### config.mk
export PLATFORM = sky130hd
export DESIGN_NAME = hazard_ctrl
export DESIGN_NICKNAME = d
export VERILOG_FILES = /design/src/rtl/hazard_ctrl_pkg.sv /design/src/rtl/hazard_ctrl_wait_timer.sv /design/src/rtl/hazard_ctrl.sv
export SDC_FILE = /design/constraint.sdc
export NUM_CORES = 1
export LEC_CHECK = 0
export CORE_MARGIN = 10
export CORE_UTILIZATION = 40
export CTS_CLUSTER_SIZE = 10
export DETAILED_ROUTE_END_ITERATION = 10
export PLACE_DENSITY = 0.69
export RECOVER_POWER = 50
export SYNTH_ARGS = -nofsm -noshare
export SYNTH_HDL_FRONTEND = slang
export SYNTH_SLANG_ARGS = --single-unit
### constraint.sdc
create_clock -name clk -period 2.46 [get_ports clk]
set_clock_uncertainty 0.15 [all_clocks]
set_input_delay 0.492 -clock clk [delete_from_list [all_inputs] [get_ports clk]]
set_output_delay 0.492 -clock clk [all_outputs]
set_load 0.005 [all_outputs]
### src/rtl/hazard_ctrl_pkg.sv
// Shared pipeline-control types for the hazard controller and its neighbours.
// Holds the ctrl_state encoding, the register-index width and the stall/flush bundle layout.
package hazard_ctrl_pkg;

    localparam int unsigned REG_IDX_W = 5;

    typedef enum logic [1:0] {
        ST_RUN      = 2'd0,
        ST_MD_WAIT  = 2'd1,
        ST_MEM_WAIT = 2'd2,
        ST_ERR      = 2'd3
    } ctrl_state_e;

    typedef struct packed {
        logic pc_stall;
        logic ifid_stall;
        logic idex_stall;
        logic exmm_stall;
        logic ifid_flush;
        logic idex_flush;
        logic exmm_flush;
        logic mmwb_flush;
    } pipe_ctrl_t;

    localparam pipe_ctrl_t CTRL_NONE   = pipe_ctrl_t'(8'b0000_0000);
    localparam pipe_ctrl_t CTRL_MEM    = pipe_ctrl_t'(8'b1111_0001);
    localparam pipe_ctrl_t CTRL_MD     = pipe_ctrl_t'(8'b1110_0010);
    localparam pipe_ctrl_t CTRL_REDIR  = pipe_ctrl_t'(8'b0000_1100);
    localparam pipe_ctrl_t CTRL_LDUSE  = pipe_ctrl_t'(8'b1100_0100);

    // x0 is hardwired to zero, so it can never carry a dependency.
    function automatic logic src_hit(
        input logic [REG_IDX_W-1:0] rd,
        input logic                 used,
        input logic [REG_IDX_W-1:0] rs
    );
        return used && (rd != '0) && (rd == rs);
    endfunction

endpackage

### src/rtl/hazard_ctrl_wait_timer.sv
// MEM-wait watchdog: counts enabled cycles since the last clear and flags
// when the count has reached MEM_TIMEOUT-1.
module hazard_ctrl_wait_timer #(
    parameter int unsigned MEM_TIMEOUT = 1024
) (
    input  logic clk,
    input  logic rst,
    input  logic clr,
    input  logic en,
    output logic expired
);

    localparam int unsigned W = $clog2(MEM_TIMEOUT);

    logic [W-1:0] count;

    assign expired = (count == W'(MEM_TIMEOUT - 1));

    always_ff @(posedge clk) begin
        if (rst || clr) begin
            count <= '0;
        end else if (en && !expired) begin
            count <= count + W'(1);
        end
    end

endmodule

### src/rtl/hazard_ctrl.sv
// Pipeline hazard sequencer: per-stage stall/flush for MEM waits, mul/div,
// redirects and load-use bubbles, plus MEM watchdog and stall-cycle counter.
module hazard_ctrl
    import hazard_ctrl_pkg::*;
#(
    parameter int unsigned MEM_TIMEOUT = 1024,
    parameter int unsigned CNT_W       = 64
) (
    input  logic                 clk,
    input  logic                 rst,
    input  logic                 idu_valid,
    input  logic [REG_IDX_W-1:0] idu_index_rs1,
    input  logic                 idu_use_rs1,
    input  logic [REG_IDX_W-1:0] idu_index_rs2,
    input  logic                 idu_use_rs2,
    input  logic                 exu_valid,
    input  logic [REG_IDX_W-1:0] exu_index_rd,
    input  logic                 exu_wb_en,
    input  logic                 exu_is_load,
    input  logic                 exu_md_start,
    input  logic                 md_done,
    input  logic                 exu_redirect,
    input  logic                 mmu_req,
    input  logic                 mmu_ack,
    output logic                 pc_stall,
    output logic                 ifid_stall,
    output logic                 idex_stall,
    output logic                 exmm_stall,
    output logic                 ifid_flush,
    output logic                 idex_flush,
    output logic                 exmm_flush,
    output logic                 mmwb_flush,
    output logic [1:0]           ctrl_state,
    output logic                 mem_timeout_err,
    output logic [CNT_W-1:0]     stall_cycles
);

    ctrl_state_e state;
    pipe_ctrl_t  ctrl;
    logic        mem_cond;
    logic        md_cond;
    logic        load_use;
    logic        expired;

    assign mem_cond = mmu_req && !mmu_ack;
    assign md_cond  = ((state == ST_RUN) && exu_md_start) ||
                      ((state == ST_MD_WAIT) && !md_done);
    assign load_use = exu_valid && exu_is_load && exu_wb_en && idu_valid &&
                      (src_hit(exu_index_rd, idu_use_rs1, idu_index_rs1) ||
                       src_hit(exu_index_rd, idu_use_rs2, idu_index_rs2));

    // Redirect sits above load-use: the ID instruction is wrong-path anyway.
    always_comb begin
        ctrl = CTRL_NONE;
        if (rst) begin
            ctrl = CTRL_NONE;
        end else if ((state == ST_ERR) || mem_cond) begin
            ctrl = CTRL_MEM;
        end else if (md_cond) begin
            ctrl = CTRL_MD;
        end else if (exu_redirect) begin
            ctrl = CTRL_REDIR;
        end else if (load_use) begin
            ctrl = CTRL_LDUSE;
        end
    end

    assign pc_stall   = ctrl.pc_stall;
    assign ifid_stall = ctrl.ifid_stall;
    assign idex_stall = ctrl.idex_stall;
    assign exmm_stall = ctrl.exmm_stall;
    assign ifid_flush = ctrl.ifid_flush;
    assign idex_flush = ctrl.idex_flush;
    assign exmm_flush = ctrl.exmm_flush;
    assign mmwb_flush = ctrl.mmwb_flush;
    assign ctrl_state = state;

    hazard_ctrl_wait_timer #(
        .MEM_TIMEOUT(MEM_TIMEOUT)
    ) u_wait_timer (
        .clk     (clk),
        .rst     (rst),
        .clr     (state != ST_MEM_WAIT),
        .en      (state == ST_MEM_WAIT),
        .expired (expired)
    );

    // A MEM stall inside MD_WAIT holds in place; md_done still releases to RUN.
    always_ff @(posedge clk) begin
        if (rst) begin
            state           <= ST_RUN;
            mem_timeout_err <= 1'b0;
            stall_cycles    <= '0;
        end else begin
            if (ctrl.pc_stall) begin
                stall_cycles <= stall_cycles + CNT_W'(1);
            end
            case (state)
                ST_RUN: begin
                    if (mem_cond) begin
                        state <= ST_MEM_WAIT;
                    end else if (exu_md_start) begin
                        state <= ST_MD_WAIT;
                    end
                end
                ST_MD_WAIT: begin
                    if (md_done) begin
                        state <= ST_RUN;
                    end
                end
                ST_MEM_WAIT: begin
                    if (!mem_cond) begin
                        state <= ST_RUN;
                    end else if (expired) begin
                        state           <= ST_ERR;
                        mem_timeout_err <= 1'b1;
                    end
                end
                ST_ERR: begin
                    state <= ST_ERR;
                end
                default: begin
                    state <= ST_RUN;
                end
            endcase
        end
    end

endmodule

==> results of run 1 <==
[worst max-delay path: cells and delay by family]
family / cells / cell delay (ps)
compound gates: 2 / 670
buf+inv: 2 / 550
simple gates: 1 / 40
[repair_timing]
action	in CTS	in global routing
endpoints found under the hold margin	0	0
endpoints found under the setup margin	61	35
pin swaps	9	17
gates resized for setup	43	42
gates cloned	1	0
setup buffers	5	2
[layer usage]
layer	part of all wire, %	wire length [microns]	GRT usage (%)
met2	48	6270	28.4
met1	43	5630	20.3
met5	0	0	0
met4	0.83	109	4.05
met3	8.7	1150	6.57
[layout by cell type (no fill, tap or decap), types with 6 or more instances in the layout]
| cell type | count |
|---|---|
| a21oi_1 | 57 |
| and3_1 | 7 |
| buf_4 | 53 |
| clkbuf_1 | 6 |
| clkbuf_8 | 10 |
| clkdlybuf4s50_1 | 22 |
| dfxtp_1 | 68 |
| dfxtp_2 | 7 |
| dlygate4sd2_1 | 12 |
| dlygate4sd3_1 | 53 |
| nand2_1 | 34 |
| nand3_1 | 31 |
| nand4_1 | 23 |
| nor2_1 | 34 |
| nor2b_1 | 6 |
| nor3_1 | 6 |
| o21ai_0 | 11 |
| o31ai_1 | 49 |
| or3_1 | 10 |
| or4_1 | 48 |
| xnor2_1 | 12 |
[cell type report]
type / count / area (sq um) / share of cell area (%)
inverter: 6 / 22.5 / 0.373
sequential: 77 / 1560 / 25.8
multi-input combinational: 394 / 2560 / 42.4
clock inverter: 6 / 46.3 / 0.766
tap: 136 / 170 / 2.82
clock buffer: 10 / 138 / 2.28
timing repair buffer: 170 / 1550 / 25.6
[worst max-delay path by stage]
stage	end	slack, ps	startpoint
finish	ifid_stall	60	exu_md_start
global route	stall_cycles[46]	-8	stall_cycles[7]
CTS	idex_flush	-20	idu_index_rs2[2]
detailed placement	stall_cycles[31]	-620	exu_index_rd[0]
global placement	idex_flush	-510	exu_index_rd[0]
floorplan	pc_stall	-20	mmu_req
[cells in the mapped netlist, types with 4 or more instances]
| cell type | n | area share (%) |
|---|---|---|
| a21oi_1 | 63 | 7.5 |
| and3_1 | 8 | 1.2 |
| and4_1 | 4 | 0.83 |
| buf_2 | 8 | 0.95 |
| clkbuf_1 | 19 | 1.7 |
| dfxtp_1 | 77 | 37 |
| inv_1 | 5 | 0.45 |
| nand2_1 | 34 | 3.0 |
| nand3_1 | 32 | 3.8 |
| nand4_1 | 23 | 3.4 |
| nor2_1 | 35 | 3.1 |
| nor2b_1 | 7 | 1.0 |
| nor3_1 | 10 | 1.2 |
| nor4_1 | 5 | 0.74 |
| o21ai_0 | 11 | 1.3 |
| o31ai_1 | 49 | 8.7 |
| or3_1 | 10 | 1.5 |
| or4_1 | 50 | 8.9 |
| xnor2_1 | 13 | 2.7 |
| xor2_1 | 5 | 1.0 |
[per-stage QoR]
step | std cells | worst slack [ps]
2_1_floorplan | 513 | -20.4
3_3_place_gp | 775 | -513
3_5_place_dp | 775 | -624
4_1_cts | 797 | -21.4
5_1_grt | 799 | -7.71
6_report | 799 | 62.6
[flip-flops by register name, indices dropped and copies added, names as in the netlist, named ones only]
signal and count:
mem_timeout_err 1, stall_cycles 64, ctrl_state 1, u_wait_timer.count 10
[power by group]
part | leakage [nW] | total, mW | switching [mW] | internal (mW)
Combinational | 1.46 | 0.329 | 0.170 | 0.159
Clock | 0.0889 | 0.901 | 0.502 | 0.399
Sequential | 0.626 | 1.26 | 0.0119 | 1.25
Total | 2.18 | 2.49 | 0.683 | 1.81
[cells by family (layout without fill, tap and decap cells)]
group / count (synthesis) / in the layout / synth area share (%)
adder cells (fa/ha/maj): 2 / 2 / 0.593
AND/OR/NAND/NOR: 237 / 237 / 33.2
buffers and inverters: 42 / 192 / 5.43
AO/OA/AOI/OAI: 131 / 131 / 19.0
XOR/XNOR: 18 / 18 / 3.74
multiplexers: 6 / 6 / 1.51
flip-flops: 77 / 77 / 36.6
==> out/qor.yml, run 1 <==
synthesis.area_sq_um: 4220
end_kind: "output port"
critPathMaxStageDelay_ps: 420
startpoint_type: "primary input"
clock_sinks: 77
hold_depth: 2
nets: 688
overflow: 0
cp.required_ps: 1820
timing.hold.ws_ps: 329
cts_buffers: 9
grt_pass1_vias: 4571
finalHoldViolCount: 0
fmax_mhz: 417
place.gp.congestion: 0.809
synth_ff_type: "dfxtp_1"
core_sq_um: 10300
yosysSeqAreaShare_pct: 36.6
worstHoldStart: "rst"
clk_pin_slew_ps: 90
cts_tree: "built"
dr.pass1.iters: 4
syn_inst: 513
grt_pass1_wl_microns: 21600
drt-vias-per-instance: 5.81
synth-edff-count: 0
io_pins: 103
maxSlewViolCount: 0
cts-root-buf: "clkbuf_8"
antenna_cells: 0
relSlewSlack_pct: 48.5
worstMarginPinSlew_ps: 773
drive_gt1_share_pct: 19.8
r2r-end: "stall_cycles[46]"
ys_async_sr_fraction_pct: 0
grt_usage_pct: 17.1
crit_type: "primary input to output port"
reg2reg_slack_ps: 70
die_x_microns: 123
routed_wl_microns: 13200
cts_buffer_depth: 2
post-route-drc-count: 0
stdcell_area_sq_um: 6040
ant_nets: 0
syn_area_per_cell_sq_um: 8.22
finalCritPeriodShare_pct: 97.5
p_leak_nw: 2.18
syn-num-nets: 543
path_cells: "clkdlybuf4s50_1 -> a221o_1 -> a31oi_4 -> nor2_4 -> buf_2"
rows: 37
fillers: 946
worst-r2r-cell-count: 6
die_h_microns: 123
finalPower_mw: 2.49
tns_ps: 0
cp_max_fo: 3
ys_ff_latch: 77
min_path_type: "primary input to flip-flop"
power.density_nw_per_um2: 413
synth_warnings: 0
drt-wirelength-per-cell_microns: 16.5
grt_antenna_before_repair: 0
synth.distinct_cells: 48
cts_hold_buf: 0
grt_max_degree: 71
status: "completed"
worst_path_max_delay_cell: "clkdlybuf4s50_1"
area_growth_pct: 43.4
dp_hpwl_microns: 9480
start_util_pct: 41.0
drt_iter0_drc: 382
clock_latency_ps: 340
placed_cell_area_sq_um: 5710
io_buffers: 102
cts_max_level: 3
num_vias: 4643
drv_cap: 0
peakVddDrop_mv: 0.237
finalSetupViolCount: 0
crit_arrival_ps: 1760
final.min_clock_period_ps: 2400
r2r-start: "stall_cycles[7]"
final_core_util_pct: 58.8
die_area_sq_um: 15000
Power figures use the tool's default switching activity.
==> inputs of run 2 (changes only) <==
--- a/config.mk
+++ b/config.mk
@@ -7,9 +7,8 @@
 export LEC_CHECK = 0
 export CORE_MARGIN = 10
 export CORE_UTILIZATION = 40
-export CTS_CLUSTER_SIZE = 10
 export DETAILED_ROUTE_END_ITERATION = 10
-export PLACE_DENSITY = 0.69
+export PLACE_DENSITY = 0.67
 export RECOVER_POWER = 50
 export SYNTH_ARGS = -nofsm -noshare
 export SYNTH_HDL_FRONTEND = slang
==> constraint.sdc (replaced) <==
create_clock -name clk -period 3.05 [get_ports clk]
set_clock_uncertainty 0.15 [all_clocks]
set_input_delay 0.7625 -clock clk [delete_from_list [all_inputs] [get_ports clk]]
set_output_delay 0.7625 -clock clk [all_outputs]
set_load 0.005 [all_outputs]
==> run 2 against run 1 <==
Compared with the run above: clock-buffer cell count is the same; combinational power shrank 34%; core utilization is 4.2 points lower; power shrank 17%; hold slack about the same; worst setup slack got worse by 2.0 ps; global-route usage down 1.1 points; final area down 7.1%; register-to-register slack better by 390 ps; non-clock buffer count decreased by 42; clock power shrank 8.8%; largest cell class unchanged; highest routed layer unchanged.
==> out/qor.yml, run 2 (synthesis gave the netlist of run 1 again) <==
status: "completed"
die_area_sq_um: 15000
overflow: 0
reg_top3: "stall_cycles: 64 flops, u_wait_timer.count: 10 flops"
dp_slack_ps: -539
end_kind: "output port"
whs_endpoint: "mem_timeout_err"
min_path_type: "flip-flop to flip-flop"
fmax_mhz: 335
finalCritPeriodShare_pct: 98.0
r2r-end: "stall_cycles[39]"
placed_cell_area_sq_um: 5380
antenna_cells: 0
io_pins: 103
grt_pass1_wl_microns: 20000
rows: 37
drt-wirelength-per-cell_microns: 16.2
fillers: 1016
final.min_clock_period_ps: 2990
worstMarginPinSlew_ps: 767
timing.hold.ws_ps: 329
p_leak_nw: 1.98
clkPwrFrac_pct: 39.8
clock_sinks: 77
final_core_util_pct: 54.6
rsz0062_at_grt: "no"
crit_type: "primary input to output port"
startpoint_type: "primary input"
nets: 646
power.density_nw_per_um2: 367
layout_commonest_cell: "dfxtp_1"
clk_pin_slew_ps: 90
dp.cells: 736
cts_buffer_depth: 2
post-route-drc-count: 0
crit_arrival_ps: 2080
drt_iter0_drc: 322
finalNonFillerCells: 757
cts-root-buf: "clkbuf_8"
dp_hpwl_microns: 8830
grt_usage_pct: 16.0
p_comb_share_pct: 10.6
cts_max_level: 3
die_x_microns: 123
relSlewSlack_pct: 48.9
grt_antenna_before_repair: 0
largest_reg_flops: 64
reg2reg_slack_ps: 460
area_growth_pct: 33.2
internal-power_mw: 1.51
dr.pass1.iters: 6
place.gp.congestion: 0.814
top_register: "stall_cycles"
tns_ps: 0
num_vias: 4362
final_cell_mix: "dfxtp_1 (77), a21oi_1 (63), dlygate4sd3_1 (61), or4_1 (50), o31ai_1 (49)"
drive_gt1_share_pct: 11.0
routed_wl_microns: 12300
drt-vias-per-instance: 5.76
hold_depth: 2
cts_tree: "built"
cp_max_fo: 2
p_seq_share_pct: 49.6
core_sq_um: 10300
cp.required_ps: 2140
p_sw_share_pct: 26.7
p_switching_mw: 0.552
cts_buffers: 9
finalPower_mw: 2.06
grt_pass1_vias: 4130
stdcell_area_sq_um: 5620
r2r-start: "stall_cycles[7]"
worst-r2r-cell-count: 5
worstHoldStart: "mem_timeout_err"
start_util_pct: 41.0
drv_cap: 0
finalHoldViolCount: 0
ant_nets: 0
maxSlewViolCount: 0
grt_max_degree: 70
die_h_microns: 123
worst_slack_ps: 60.6
io_buffers: 102
peakVddDrop_mv: 0.177
clock_latency_ps: 360
finalSetupViolCount: 0
[run 2: power by group through the flow]
stage | registers [mW] | clock network, mW | logic, mW
floorplan | 1.04 | 0 | 0.129
global route | 1.02 | 0.879 | 0.239
global placement | 1.05 | 0 | 0.214
CTS | 1.02 | 0.834 | 0.220
finish | 1.02 | 0.822 | 0.218
detailed placement | 1.05 | 0 | 0.218
[run 2: what timing repair did]
| item | 4_1_cts | 5_1_grt |
|---|---|---|
| pin swaps | 9 | 13 |
| buffers inserted | 5 | 0 |
| hold buffers | 0 | 0 |
| endpoints found under the setup margin | 9 | 28 |
| resized for setup | 33 | 14 |
[run 2: worst max-delay path by stage]
stage / start / slack [ps] / cells after the start / end
finish: mmu_req / 60 / 7 / ifid_stall
global route: mmu_req / 6 / 7 / ifid_stall
CTS: idu_index_rs2[4] / 9 / 8 / ifid_stall
detailed placement: exu_index_rd[0] / -540 / 8 / ifid_stall
global placement: exu_index_rd[0] / -490 / 8 / idex_flush
floorplan: mmu_req / 10 / 9 / pc_stall
[run 2: cell type report]
class / instances / area [sq um] / share of cell area (%)
clock buffer: 10 / 138 / 2.45
clock inverter: 6 / 70.1 / 1.25
inverter: 6 / 22.5 / 0.401
multi-input combinational: 394 / 2490 / 44.3
sequential: 77 / 1540 / 27.5
tap: 136 / 170 / 3.03
timing repair buffer: 128 / 1190 / 21.1
[run 2: layer usage]
metal  share of wire (%)  track usage [%]
met1                  45             19.2
met2                  46             25.9
met3                 7.9             5.69
met4                 1.6             5.89
met5                   0                0
[run 2: worst max-delay path, stage by stage]
cell and delay [ps]:
clkdlybuf4s50_1 390, nor2b_2 150, a221o_1 290, buf_6 130, a31oi_4 160, nor2_2 60, buf_2 130
